[src/rtl/axis_arb_pkg.sv]
// rtl/axis_arb_pkg.sv - shared types and round-robin helper for the TX frame arbiter
//
// Purpose: state encoding and the cyclic winner search used by axis_tx_frame_arbiter.
// Contents:
//   arb_state_t  IDLE / PASS / DRAIN
//   rr_next      first requester strictly after ptr, wrapping at n-1
package axis_arb_pkg;

  localparam int ARB_MAX_SRC = 8;

  typedef enum logic [1:0] {ARB_IDLE, ARB_PASS, ARB_DRAIN} arb_state_t;

  // Scans from the farthest position back to ptr+1 so the nearest requester
  // after ptr overwrites the others. ptr itself is n steps away, so a lone
  // request from the previous winner is still served.
  function automatic logic [2:0] rr_next(input logic [ARB_MAX_SRC-1:0] req,
                                         input logic [2:0]             ptr,
                                         input int                     n);
    logic [2:0] win;
    logic [2:0] idx;
    win = ptr;
    for (int k = ARB_MAX_SRC; k >= 1; k--) begin
      if (k <= n) begin
        idx = 3'((int'(ptr) + k) % n);
        if (req[idx]) win = idx;
      end
    end
    return win;
  endfunction

endpackage

[src/rtl/axis_reg_slice.sv]
// rtl/axis_reg_slice.sv - single-entry ready/valid output register
//
// Purpose: one-deep pipeline register between an upstream and downstream stream.
// Ports:
//   clk, reset                      clock, synchronous active-high reset
//   s_tdata/s_tvalid/s_tlast/s_tuser upstream beat
//   s_trdy                          upstream ready (register empty or emptying)
//   m_tdata/m_tvalid/m_tlast/m_tuser registered beat
//   m_trdy                          downstream ready
module axis_reg_slice #(
  parameter int DATA_WIDTH = 8
) (
  input  logic                  clk,
  input  logic                  reset,
  input  logic [DATA_WIDTH-1:0] s_tdata,
  input  logic                  s_tvalid,
  input  logic                  s_tlast,
  input  logic                  s_tuser,
  output logic                  s_trdy,
  output logic [DATA_WIDTH-1:0] m_tdata,
  output logic                  m_tvalid,
  output logic                  m_tlast,
  output logic                  m_tuser,
  input  logic                  m_trdy
);

  assign s_trdy = !m_tvalid || m_trdy;

  always_ff @(posedge clk) begin
    if (reset) begin
      m_tdata  <= '0;
      m_tvalid <= 1'b0;
      m_tlast  <= 1'b0;
      m_tuser  <= 1'b0;
    end else if (s_tvalid && s_trdy) begin
      m_tdata  <= s_tdata;
      m_tvalid <= 1'b1;
      m_tlast  <= s_tlast;
      m_tuser  <= s_tuser;
    end else if (m_trdy) begin
      m_tvalid <= 1'b0;
    end
  end

endmodule

[src/rtl/axis_tx_frame_arbiter.sv]
// rtl/axis_tx_frame_arbiter.sv - frame-level round-robin arbiter with stall watchdog
//
// Purpose: shares one AXI-Stream TX path between NUM_SRC sources, one whole frame
// per grant. A source that stalls mid-frame gets its frame terminated with a bad
// (tuser=1) tlast beat; the remainder of that frame is then swallowed.
// Ports:
//   s_aclk, s_sreset            clock, synchronous active-high reset
//   s_axis_*                    per-source streams, source i data at [i*W +: W]
//   m_axis_*                    registered output stream toward the TX FIFO
//   grant_idx                   currently granted source (meaningful while busy)
//   busy                        high in PASS or DRAIN
//   abort_pulse                 one-cycle pulse when the watchdog terminates a frame
module axis_tx_frame_arbiter
  import axis_arb_pkg::*;
#(
  parameter int AXI_DATA_WIDTH = 8,
  parameter int NUM_SRC        = 2,
  parameter int STALL_TIMEOUT  = 256
) (
  input  logic                              s_aclk,
  input  logic                              s_sreset,
  input  logic [NUM_SRC*AXI_DATA_WIDTH-1:0] s_axis_tdata,
  input  logic [NUM_SRC-1:0]                s_axis_tvalid,
  input  logic [NUM_SRC-1:0]                s_axis_tlast,
  input  logic [NUM_SRC-1:0]                s_axis_tuser,
  output logic [NUM_SRC-1:0]                s_axis_trdy,
  output logic [AXI_DATA_WIDTH-1:0]         m_axis_tdata,
  output logic                              m_axis_tvalid,
  output logic                              m_axis_tlast,
  output logic                              m_axis_tuser,
  input  logic                              m_axis_trdy,
  output logic [$clog2(NUM_SRC)-1:0]        grant_idx,
  output logic                              busy,
  output logic                              abort_pulse
);

  localparam int GW = $clog2(NUM_SRC);
  localparam int CW = $clog2(STALL_TIMEOUT);
  localparam logic [CW-1:0] STALL_LAST = CW'(STALL_TIMEOUT - 1);

  arb_state_t              state, state_nxt;
  logic [GW-1:0]           grant_nxt, rr_ptr, rr_ptr_nxt;
  logic [CW-1:0]           stall_cnt, stall_cnt_nxt;
  logic                    abort_nxt;

  logic [AXI_DATA_WIDTH-1:0] src_tdata;
  logic                      src_tvalid, src_tlast, src_tuser;

  logic [AXI_DATA_WIDTH-1:0] sl_tdata;
  logic                      sl_tvalid, sl_tlast, sl_tuser, sl_trdy;

  assign src_tdata  = s_axis_tdata[int'(grant_idx)*AXI_DATA_WIDTH +: AXI_DATA_WIDTH];
  assign src_tvalid = s_axis_tvalid[grant_idx];
  assign src_tlast  = s_axis_tlast[grant_idx];
  assign src_tuser  = s_axis_tuser[grant_idx];
  assign busy       = (state != ARB_IDLE);

  always_ff @(posedge s_aclk) begin
    if (s_sreset) begin
      state       <= ARB_IDLE;
      grant_idx   <= '0;
      rr_ptr      <= GW'(NUM_SRC - 1);
      stall_cnt   <= '0;
      abort_pulse <= 1'b0;
    end else begin
      state       <= state_nxt;
      grant_idx   <= grant_nxt;
      rr_ptr      <= rr_ptr_nxt;
      stall_cnt   <= stall_cnt_nxt;
      abort_pulse <= abort_nxt;
    end
  end

  always_comb begin
    state_nxt     = state;
    grant_nxt     = grant_idx;
    rr_ptr_nxt    = rr_ptr;
    stall_cnt_nxt = stall_cnt;
    abort_nxt     = 1'b0;
    s_axis_trdy   = '0;
    sl_tdata      = '0;
    sl_tvalid     = 1'b0;
    sl_tlast      = 1'b0;
    sl_tuser      = 1'b0;

    case (state)
      ARB_IDLE: begin
        stall_cnt_nxt = '0;
        if (|s_axis_tvalid) begin
          grant_nxt  = GW'(rr_next(ARB_MAX_SRC'(s_axis_tvalid), 3'(rr_ptr), NUM_SRC));
          rr_ptr_nxt = grant_nxt;
          state_nxt  = ARB_PASS;
        end
      end

      ARB_PASS: begin
        // Ready only follows the register, so a new frame can never enter
        // while the previous frame's last beat is still stuck downstream.
        s_axis_trdy[grant_idx] = sl_trdy;
        if (src_tvalid) begin
          sl_tvalid = 1'b1;
          sl_tdata  = src_tdata;
          sl_tlast  = src_tlast;
          sl_tuser  = src_tuser;
          // Backpressure holds the count; only a real beat clears it.
          if (sl_trdy) begin
            stall_cnt_nxt = '0;
            if (src_tlast) state_nxt = ARB_IDLE;
          end
        end else if (stall_cnt == STALL_LAST) begin
          // Terminating beat; the count saturates until the register frees up.
          sl_tvalid = 1'b1;
          sl_tlast  = 1'b1;
          sl_tuser  = 1'b1;
          if (sl_trdy) begin
            abort_nxt     = 1'b1;
            stall_cnt_nxt = '0;
            state_nxt     = ARB_DRAIN;
          end
        end else begin
          stall_cnt_nxt = stall_cnt + 1'b1;
        end
      end

      ARB_DRAIN: begin
        s_axis_trdy[grant_idx] = 1'b1;
        if (src_tvalid && src_tlast) state_nxt = ARB_IDLE;
      end

      default: state_nxt = ARB_IDLE;
    endcase
  end

  axis_reg_slice #(
    .DATA_WIDTH(AXI_DATA_WIDTH)
  ) u_out_reg (
    .clk      (s_aclk),
    .reset    (s_sreset),
    .s_tdata  (sl_tdata),
    .s_tvalid (sl_tvalid),
    .s_tlast  (sl_tlast),
    .s_tuser  (sl_tuser),
    .s_trdy   (sl_trdy),
    .m_tdata  (m_axis_tdata),
    .m_tvalid (m_axis_tvalid),
    .m_tlast  (m_axis_tlast),
    .m_tuser  (m_axis_tuser),
    .m_trdy   (m_axis_trdy)
  );

endmodule

[config.mk]
export PLATFORM = sky130hd
export DESIGN_NAME = axis_tx_frame_arbiter
export DESIGN_NICKNAME = d
export VERILOG_FILES = /design/src/rtl/axis_arb_pkg.sv /design/src/rtl/axis_reg_slice.sv /design/src/rtl/axis_tx_frame_arbiter.sv
export SDC_FILE = /design/constraint.sdc
export NUM_CORES = 1
export LEC_CHECK = 0
export CORE_MARGIN = 1.5
export CORE_UTILIZATION = 35
export CTS_CLUSTER_SIZE = 24
export DETAILED_ROUTE_END_ITERATION = 8
export PLACE_DENSITY = 0.66
export SLEW_MARGIN = 20
export SYNTH_ARGS = -nofsm -noshare
export SYNTH_HDL_FRONTEND = slang
export SYNTH_SLANG_ARGS = --single-unit
export TNS_END_PERCENT = 10
[constraint.sdc]
create_clock -name s_aclk -period 2.65 [get_ports s_aclk]
set_clock_uncertainty 0.15 [all_clocks]
set_input_delay 0.3975 -clock s_aclk [delete_from_list [all_inputs] [get_ports s_aclk]]
set_output_delay 0.3975 -clock s_aclk [all_outputs]
set_load 0.05 [all_outputs]
Word level (Yosys, flattened, before mapping) --
Index checks and enable logic that the tools add are counted.
Word-level totals: bits in registers 24, input port bits 25, output and inout port bits 16, word-level logic and storage cells 82
Operators by class: add/subtract/negate cells 3, magnitude comparators 4, equality and inequality tests 8, shift-type cells 1, muxes and demuxes 39, bitwise gates (word level) 5, reductions and logical operators 13
Operator list (number):
- $mux W8 | 5
- $mux W1 | 21
- $pmux W8 S2 | 1
- $shiftx A16 B5 Y8 | 1
- $mux W2 | 7
- $add A8 B1 Y8 const B | 1
- $eq A8 B8 Y1 const B | 1
- $lt A3 B4 Y1 const B | 2
- $ne A2 B2 Y1 const B | 3
- $ne A3 B3 Y1 const B | 2
- $pmux W2 S3 | 1
- $reduce_bool A2 Y1 | 3
- $reduce_and A5 Y1 | 1
- $bmux W1 S2 | 2
- $pmux W2 S2 | 1
- $reduce_or A4 Y1 | 1
- $logic_and A1 B1 Y1 | 3
- $add A1 B1 Y1 const B | 2
- $and A1 B1 Y1 const A | 2
- $and A2 B2 Y2 | 1
- $eq A2 B1 Y1 const B | 1
- $eq A2 B2 Y1 const B | 1
- $logic_not A2 Y1 | 1
- $lt A1 B2 Y1 const B | 1
- other kinds (7) | 8

Depth between registers and ports, before layout --
Gate-level depths: netlist of the first run.
depth in word-level cells 6, mapped depth 7

By module --
Synthesis of the first run repeated with hierarchy kept, for this count alone.
Second synthesis, totals: cells, all modules 188, area total of the unflattened synthesis 1549.0 sq um
Modules (own cells, without submodules):
- axis_tx_frame_arbiter | instances 1, cells an instance 139, area an instance 1044.8 sq um, seq. area each 260.2 sq um
- axis_reg_slice | instances 1, cells an instance 49, area an instance 504.2 sq um, seq. area each 220.2 sq um

Least setup slack after synthesis of the first run --
Ideal clock, no wire load.
kind reg-to-output, start point register grant_idx, end point output port s_axis_trdy[1], data arrival time 1.885 ns, required time 2.102 ns, slack 0.217 ns, stages on the path, launching flop included 5, path buffers 2, cell sequence dfxtp_1 buf_6 clkbuf_1 inv_1 nor2_1
On the way: longest elaborated chain between the ends 6, elaborated cells between the ends (all ways) 7
RTL lines:
- from (decl) | line axis_tx_frame_arbiter.sv:32 | output logic [$clog2(NUM_SRC)-1:0] grant_idx,
- from (signal assigned) | line axis_tx_frame_arbiter.sv:67 | grant_idx <= grant_nxt;
- $lt A1 B2 Y1 (implied by the code) / $ge A1 B1 Y1 (equally long branches) | line axis_tx_frame_arbiter.sv:99, axis_tx_frame_arbiter.sv:126
- $logic_and A1 B1 Y1 (implied by the code) | line axis_tx_frame_arbiter.sv:99, axis_tx_frame_arbiter.sv:126
- $mux W1 (implied by the code) | line axis_tx_frame_arbiter.sv:99, axis_tx_frame_arbiter.sv:126
- $demux W1 S1 * | line axis_tx_frame_arbiter.sv:99, axis_tx_frame_arbiter.sv:126
- $and A2 B2 Y2 (no line)
- $pmux W2 S2 * | line axis_tx_frame_arbiter.sv:86 | case (state)
- to (decl) | line axis_tx_frame_arbiter.sv:26 | output logic [NUM_SRC-1:0] s_axis_trdy,
Mark *: on every way between the ends. The rest lies on a longest branch, timed or not.

Worst setup path in the final report of the first run --
start point register state[0], end point output port busy
On the way: longest elaborated chain between the ends 1
RTL lines:
- from (decl) | line axis_tx_frame_arbiter.sv:41 | arb_state_t state, state_nxt;
- from (signal assigned) | line axis_tx_frame_arbiter.sv:66 | state <= state_nxt;
- $reduce_bool A2 Y1 | line axis_tx_frame_arbiter.sv:56 | assign busy = (state != ARB_IDLE);
- to (decl) | line axis_tx_frame_arbiter.sv:33 | output logic busy,
No other way between the ends.

==> qor.yml, run 1 <==
clocking:
  postCtsSetupRepairBufs: 0
  cts.sinks: 24
  clk_pin_slew_worst_paths_ps: 80
  cts_buffer_depth: 2
  clkLatencyLatePin_ps: 260
  htree_levels: 1
  cts_tree: "yes"
  cts_buffers: 3
  clock-root-buffer: "clkbuf_8"
pwr:
  leakage_nw: 0.6415
  cellPowerDensity_nw_per_um2: 613.6
  irDropWorstVdd_uv: 288.9
timing:
  rsz0062_at_grt: "no"
  final.setup.tns_ps: 0
  max_freq_mhz: 398.2
  setup_viol: 0
  slew_headroom_pct: 59.86
  drv_slew: 0
  period_minus_slack_ps: 2512
  finalHoldViolations: 0
  tightest_slew_ps: 585.3
  finalCritPeriodShare_pct: 94.78
drt:
  drt_iter0_drc: 34
  remaining_drc_errors: 0
  wirelength_um: 3544
  wl_per_cell_um: 14.35
  drt-pass1-iter-count: 4
  via_per_inst: 5.563
  ant_nets: 0
  num_vias: 1374
yosys:
  synth-edff-count: 0
  seq_area_frac_synth_pct: 36.02
  yosysMostFrequentCell: "dfxtp_1"
  syn_avg_cell_area_um2: 8.495
  yosys.area.top_type: "dfxtp_1"
  synth_warnings: 0
  ys_ff_latch: 24
  postSynthCellCount: 157
  synth_cell_types: 40
  syn-num-nets: 186
  synth_flop_cell: "dfxtp_1"
  syn-cell-area_um2: 1334
  yosys-top-cells-count: "dfxtp_1, a21oi_1, nand2_1"
  async_flop_share_pct: 0
  synth_top_area_share_pct: 36.02
  synth.area.top_cells: "dfxtp_1, a21oi_1, mux2_2"
status:
  status: "completed"
layout:
  fill_cells: 346
  area_growth_pct: 38.09
  stdcell_area_um2: 1842
  diodes: 0
  nNetsFinal: 230
  drive_above_1_share_pct: 12.06
die:
  core_area_um2: 3661
  die_h_um: 64.73
  fp-row-count: 22
  fp.dieW_um: 64.73
  io_pins: 41
  dieArea_um2: 4190
  initial_utilization_pct: 36.43
global_route:
  grt_first_pass_wirelength_um: 6106
  antenna_found_initial: 0
  met3_usage_pct: 3.472
  use_met1_pct: 20.24
  grt_most_used_layer: "met2"
  track_usage_pct: 18.18
  grt_pass1_vias: 1422
  use_met2_pct: 33.12
  overflow: 0
  grt_max_degree: 14
placement:
  gp_congestion: 0.8055
  placed_area_um2: 1798
  hpwl_um: 2678
  port_buffers: 40
setup_path:
  worstSetupPathType: "reg -> out"
  start_kind: "register"
  end_kind: "primary output"
  critical_path_required_ps: 2100
  crit_arrival_ps: 1960
  crit_fanout: 6
min_path:
  hp-class: "reg -> reg"
flow_run:
  cap_violations: 0
-- state kept, by name (all words and copies together), names as in the netlist --
name and cells:
stall_cnt 8, u_out_reg.m_tdata 8, state 2, abort_pulse 1
grant_idx 1, rr_ptr 1, u_out_reg.m_tlast 1, u_out_reg.m_tuser 1
u_out_reg.m_tvalid 1
-- repair_timing --
action	CTS	global route
hold buffers	0	0
gates resized for setup	0	1
setup endpoints to repair	0	1
-- critical path: stages (launching register included) --
cell and delay [ps]:
dfxtp_1 370, inv_1 70, ha_1 280, inv_1 150, clkdlybuf4s50_1 830
-- worst paths after layout --
| kind | cells after the start | startpoint | slack, ps | endpoint |
|---|---|---|---|---|
| setup / recovery | 4 | state[0] | 140 | busy |
| hold / removal | 2 | u_out_reg.m_tdata[2] | 330 | u_out_reg.m_tdata[2] |
| setup reg to reg | 6 | stall_cnt[0] | 620 | stall_cnt[7] |
| hold reg to reg | 2 | u_out_reg.m_tdata[2] | 330 | u_out_reg.m_tdata[2] |
-- cell type report --
| class | count | area (um2) | share of cell area, % |
|---|---|---|---|
| flip-flops and latches | 24 | 480.5 | 26.09 |
| well taps | 48 | 60.06 | 3.261 |
| inverters | 6 | 22.52 | 1.223 |
| repair buffers | 46 | 440.4 | 23.91 |
| multi-input cells | 120 | 797.0 | 43.27 |
| clock buffers | 3 | 41.29 | 2.242 |
-- cell usage in the layout (no fill, tap or decap), drive strengths merged, types with 3 or more instances in the layout --
cell,netlist,routed
clkdlybuf4s50,0,38
dfxtp,24,24
a21oi,18,18
nand2,16,16
o21ai,12,12
nor2,10,10
mux2,9,9
buf,3,8
inv,5,5
a211oi,5,5
mux2i,4,4
nand2b,4,4
nand3,4,4
ha,4,4
nor3,4,4
and4,3,3
a31oi,3,3
nor4,3,3
a311oi,3,3
clkbuf,4,3
-- power by group --
part	switching, mW	internal (mW)	total, mW
clock	0.110	0.102	0.211
sequential	0.0246	0.395	0.419
combinational	0.306	0.194	0.500
total	0.440	0.690	1.13
-- through the flow --
stage	utilization [%]	power, mW	hold slack, ps	setup slack (ps)	cells
6_report	50.31	1.130	329.8	138.4	247
5_1_grt	50.31	1.191	339.8	58.50	247
4_1_cts	50.24	1.133	331.5	137.5	247
3_5_place_dp	49.11	0.9244	319.8	181.4	244
3_3_place_gp	49.11	0.9168	308.2	241.7	244
2_1_floorplan	-	0.7523	309.6	217.3	157
-- logic make-up (layout without fill, tap and decap cells) --
| kind of cell | after synthesis | count (layout) | synth area share (%) |
|---|---|---|---|
| AO/OA/AOI/OAI | 52 | 52 | 25.52 |
| adder cells (fa/ha/maj) | 4 | 4 | 3.752 |
| multiplexers | 13 | 13 | 10.88 |
| AND/OR/NAND/NOR | 51 | 51 | 19.42 |
| buffers and inverters | 13 | 55 | 4.409 |
| flip-flops | 24 | 24 | 36.02 |
-- routing by layer --
| layer | wire length (um) | part of all wire [%] |
|---|---|---|
| met1 | 1539 | 43 |
| met2 | 1738 | 49 |
| met3 | 202 | 5.7 |
| met4 | 63 | 1.8 |
| met5 | 0 | 0 |
No activity file was read; power rests on OpenSTA's default activity.
==> inputs of run 2 (changes only) <==
--- a/config.mk
+++ b/config.mk
@@ -5,7 +5,8 @@
 export SDC_FILE = /design/constraint.sdc
 export NUM_CORES = 1
 export LEC_CHECK = 0
-export CORE_MARGIN = 1.5
+export CAP_MARGIN = 20
+export CORE_MARGIN = 4
 export CORE_UTILIZATION = 35
 export CTS_CLUSTER_SIZE = 24
 export DETAILED_ROUTE_END_ITERATION = 8
==> run 2 against run 1 <==
Compared with the run above: critical path depth did not move; sequential cell count did not move; cell count rose by 0.81%; wire length rose by 6.5%; largest cell class unchanged; via count fell by 0.15%.
==> qor.yml, run 2 (same netlist as run 1, synthesis figures left out) <==
status:
  status: "completed"  # unchanged
layout:
  seqCellArea_um2: 480.5  # unchanged
  diodes: 0  # unchanged
  stdcell_area_um2: 1861  # was 1842 um2
  final_common_cell: "clkdlybuf4s50_1"  # unchanged
  final-instance-count-excl-fill: 249  # was 247
  fill_cells: 361  # was 346
  layout_common_cells: "clkdlybuf4s50_1, dfxtp_1, a21oi_1"  # unchanged
  multi_input_area_um2: 794.5  # was 797.0 um2
  nNetsFinal: 231  # was 230
  largestRegisters: "stall_cnt: 8 flops, u_out_reg.m_tdata: 8 flops, state: 2 flops"  # unchanged
  area_growth_pct: 39.49  # was 38.09%
  drive_above_1_share_pct: 12.44  # was 12.06%
timing:
  whs_ps: 326.9  # was 329.8 ps
  final.setup.tns_ps: 0  # unchanged
  max_freq_mhz: 393.4  # was 398.2 MHz
  tightest_slew_ps: 546.4  # was 585.3 ps
  finalHoldViolations: 0  # unchanged
  period_minus_slack_ps: 2542  # was 2512 ps
  drv_slew: 0  # unchanged
  finalCritPeriodShare_pct: 95.93  # was 94.78%
  rsz0062_at_grt: "no"  # unchanged
  setup_viol: 0  # unchanged
  slew_headroom_pct: 62.53  # was 59.86%
global_route:
  met3_usage_pct: 2.899  # was 3.472%
  antenna_found_initial: 0  # unchanged
  overflow: 0  # unchanged
  use_met1_pct: 19.28  # was 20.24%
  use_met2_pct: 28.71  # was 33.12%
  track_usage_pct: 15.62  # was 18.18%
  grt_max_degree: 15  # was 14
  grt_most_used_layer: "met2"  # unchanged
  grt_first_pass_wirelength_um: 6430  # was 6106 um
  grt_pass1_vias: 1366  # was 1422
drt:
  drt-pass1-iter-count: 4  # unchanged
  remaining_drc_errors: 0  # unchanged
  wirelength_um: 3776  # was 3544 um
  ant_nets: 0  # unchanged
  via_per_inst: 5.510  # was 5.563
  num_vias: 1372  # was 1374
  wl_per_cell_um: 15.16  # was 14.35 um
  drt_iter0_drc: 80  # was 34
setup_path:
  end_kind: "primary output"  # unchanged
  crit_arrival_ps: 1990  # was 1960 ps
  crit_fanout: 6  # unchanged
  start_kind: "register"  # unchanged
  worstSetupPathType: "reg -> out"  # unchanged
  critical_path_required_ps: 2100  # about the same
clocking:
  postCtsSetupRepairBufs: 0  # unchanged
  cts_resized: 0  # unchanged
  clkLatencyLatePin_ps: 260  # about the same
  htree_levels: 1  # unchanged
  cts.sinks: 24  # unchanged
  cts_buffers: 3  # unchanged
  cts_buffer_depth: 2  # unchanged
  clk_pin_slew_worst_paths_ps: 90  # was 80 ps
  cts_hold_buf: 0  # unchanged
  cts_tree: "yes"  # unchanged
  clock-root-buffer: "clkbuf_8"  # unchanged
pwr:
  internal_power_mw: 0.7225  # was 0.6902 mW
  p_sw_mw: 0.4587  # was 0.4400 mW
  cellPowerDensity_nw_per_um2: 634.9  # was 613.6 nW/um2
  clkPwrFrac_pct: 21.0  # was 18.7%
  seqPwrFrac_pct: 35.7  # was 37.1%
  irDropWorstVdd_uv: 263.4  # was 288.9 uV
  comb_power_share_pct: 43.3  # was 44.2%
  leakage_nw: 0.6540  # was 0.6415 nW
  swShare_pct: 38.83  # was 38.93%
  power_mw: 1.181  # was 1.130 mW
die:
  die_h_um: 69.73  # was 64.73 um
  io_pins: 41  # unchanged
  dieArea_um2: 4862  # was 4190 um2
  initial_utilization_pct: 36.43  # unchanged
  fp-row-count: 22  # unchanged
  fp.dieW_um: 69.73  # was 64.73 um
  core_area_um2: 3661  # unchanged
placement:
  gp_congestion: 0.8613  # was 0.8055
  port_buffers: 40  # unchanged
  place_inst: 245  # was 244
  placed_area_um2: 1805  # was 1798 um2
  hpwl_um: 2943  # was 2678 um
min_path:
  hp-class: "reg -> reg"  # unchanged
flow_run:
  cap_violations: 0  # unchanged
==> run 2: worst max-delay path, stage by stage (launching register included) <==
cell             delay (ps)
dfxtp_1                 370
inv_1                    80
ha_1                    290
inv_1                   160
clkdlybuf4s50_1         830
==> run 2: metrics by stage <==
stage | util (%) | worst slack (ps)
2_1_floorplan | - | 217.3
3_3_place_gp | 49.32 | 377.3
3_5_place_dp | 49.32 | 281.3
4_1_cts | 50.82 | 124.1
5_1_grt | 50.82 | 48.59
6_report | 50.82 | 107.8
==> run 2: power by group through the flow <==
stage                     combinational, mW  clock, mW  sequential [mW]
after CTS                             0.509      0.250            0.421
final                                 0.512      0.248            0.421
after floorplan                       0.251          0            0.501
after global placement                0.496          0            0.426
after global routing                  0.549      0.262            0.426
after detailed placement              0.507          0            0.429
==> run 2: worst paths after layout <==
kind	start	end	slack (ps)	cells after the start
setup reg to reg	grant_idx	state[1]	640	5
hold / removal	u_out_reg.m_tdata[4]	u_out_reg.m_tdata[4]	330	2
setup / recovery	state[0]	busy	110	4
hold reg to reg	u_out_reg.m_tdata[4]	u_out_reg.m_tdata[4]	330	2
==> run 2: routing by layer <==
layer / vias up / share of wire [%]
met1: 657 / 43
met4: 0 / 0.21
met3: 2 / 5.4
li1: 673 / -
met2: 40 / 52
met5: - / 0
==> run 2: final cells by class <==
cell class,instances,share of cell area [%]
Inverter,6,1.210
Multi-Input combinational cell,120,42.70
Clock buffer,4,2.959
Timing Repair Buffer,47,24.08
Sequential cell,24,25.82
Tap cell,48,3.228
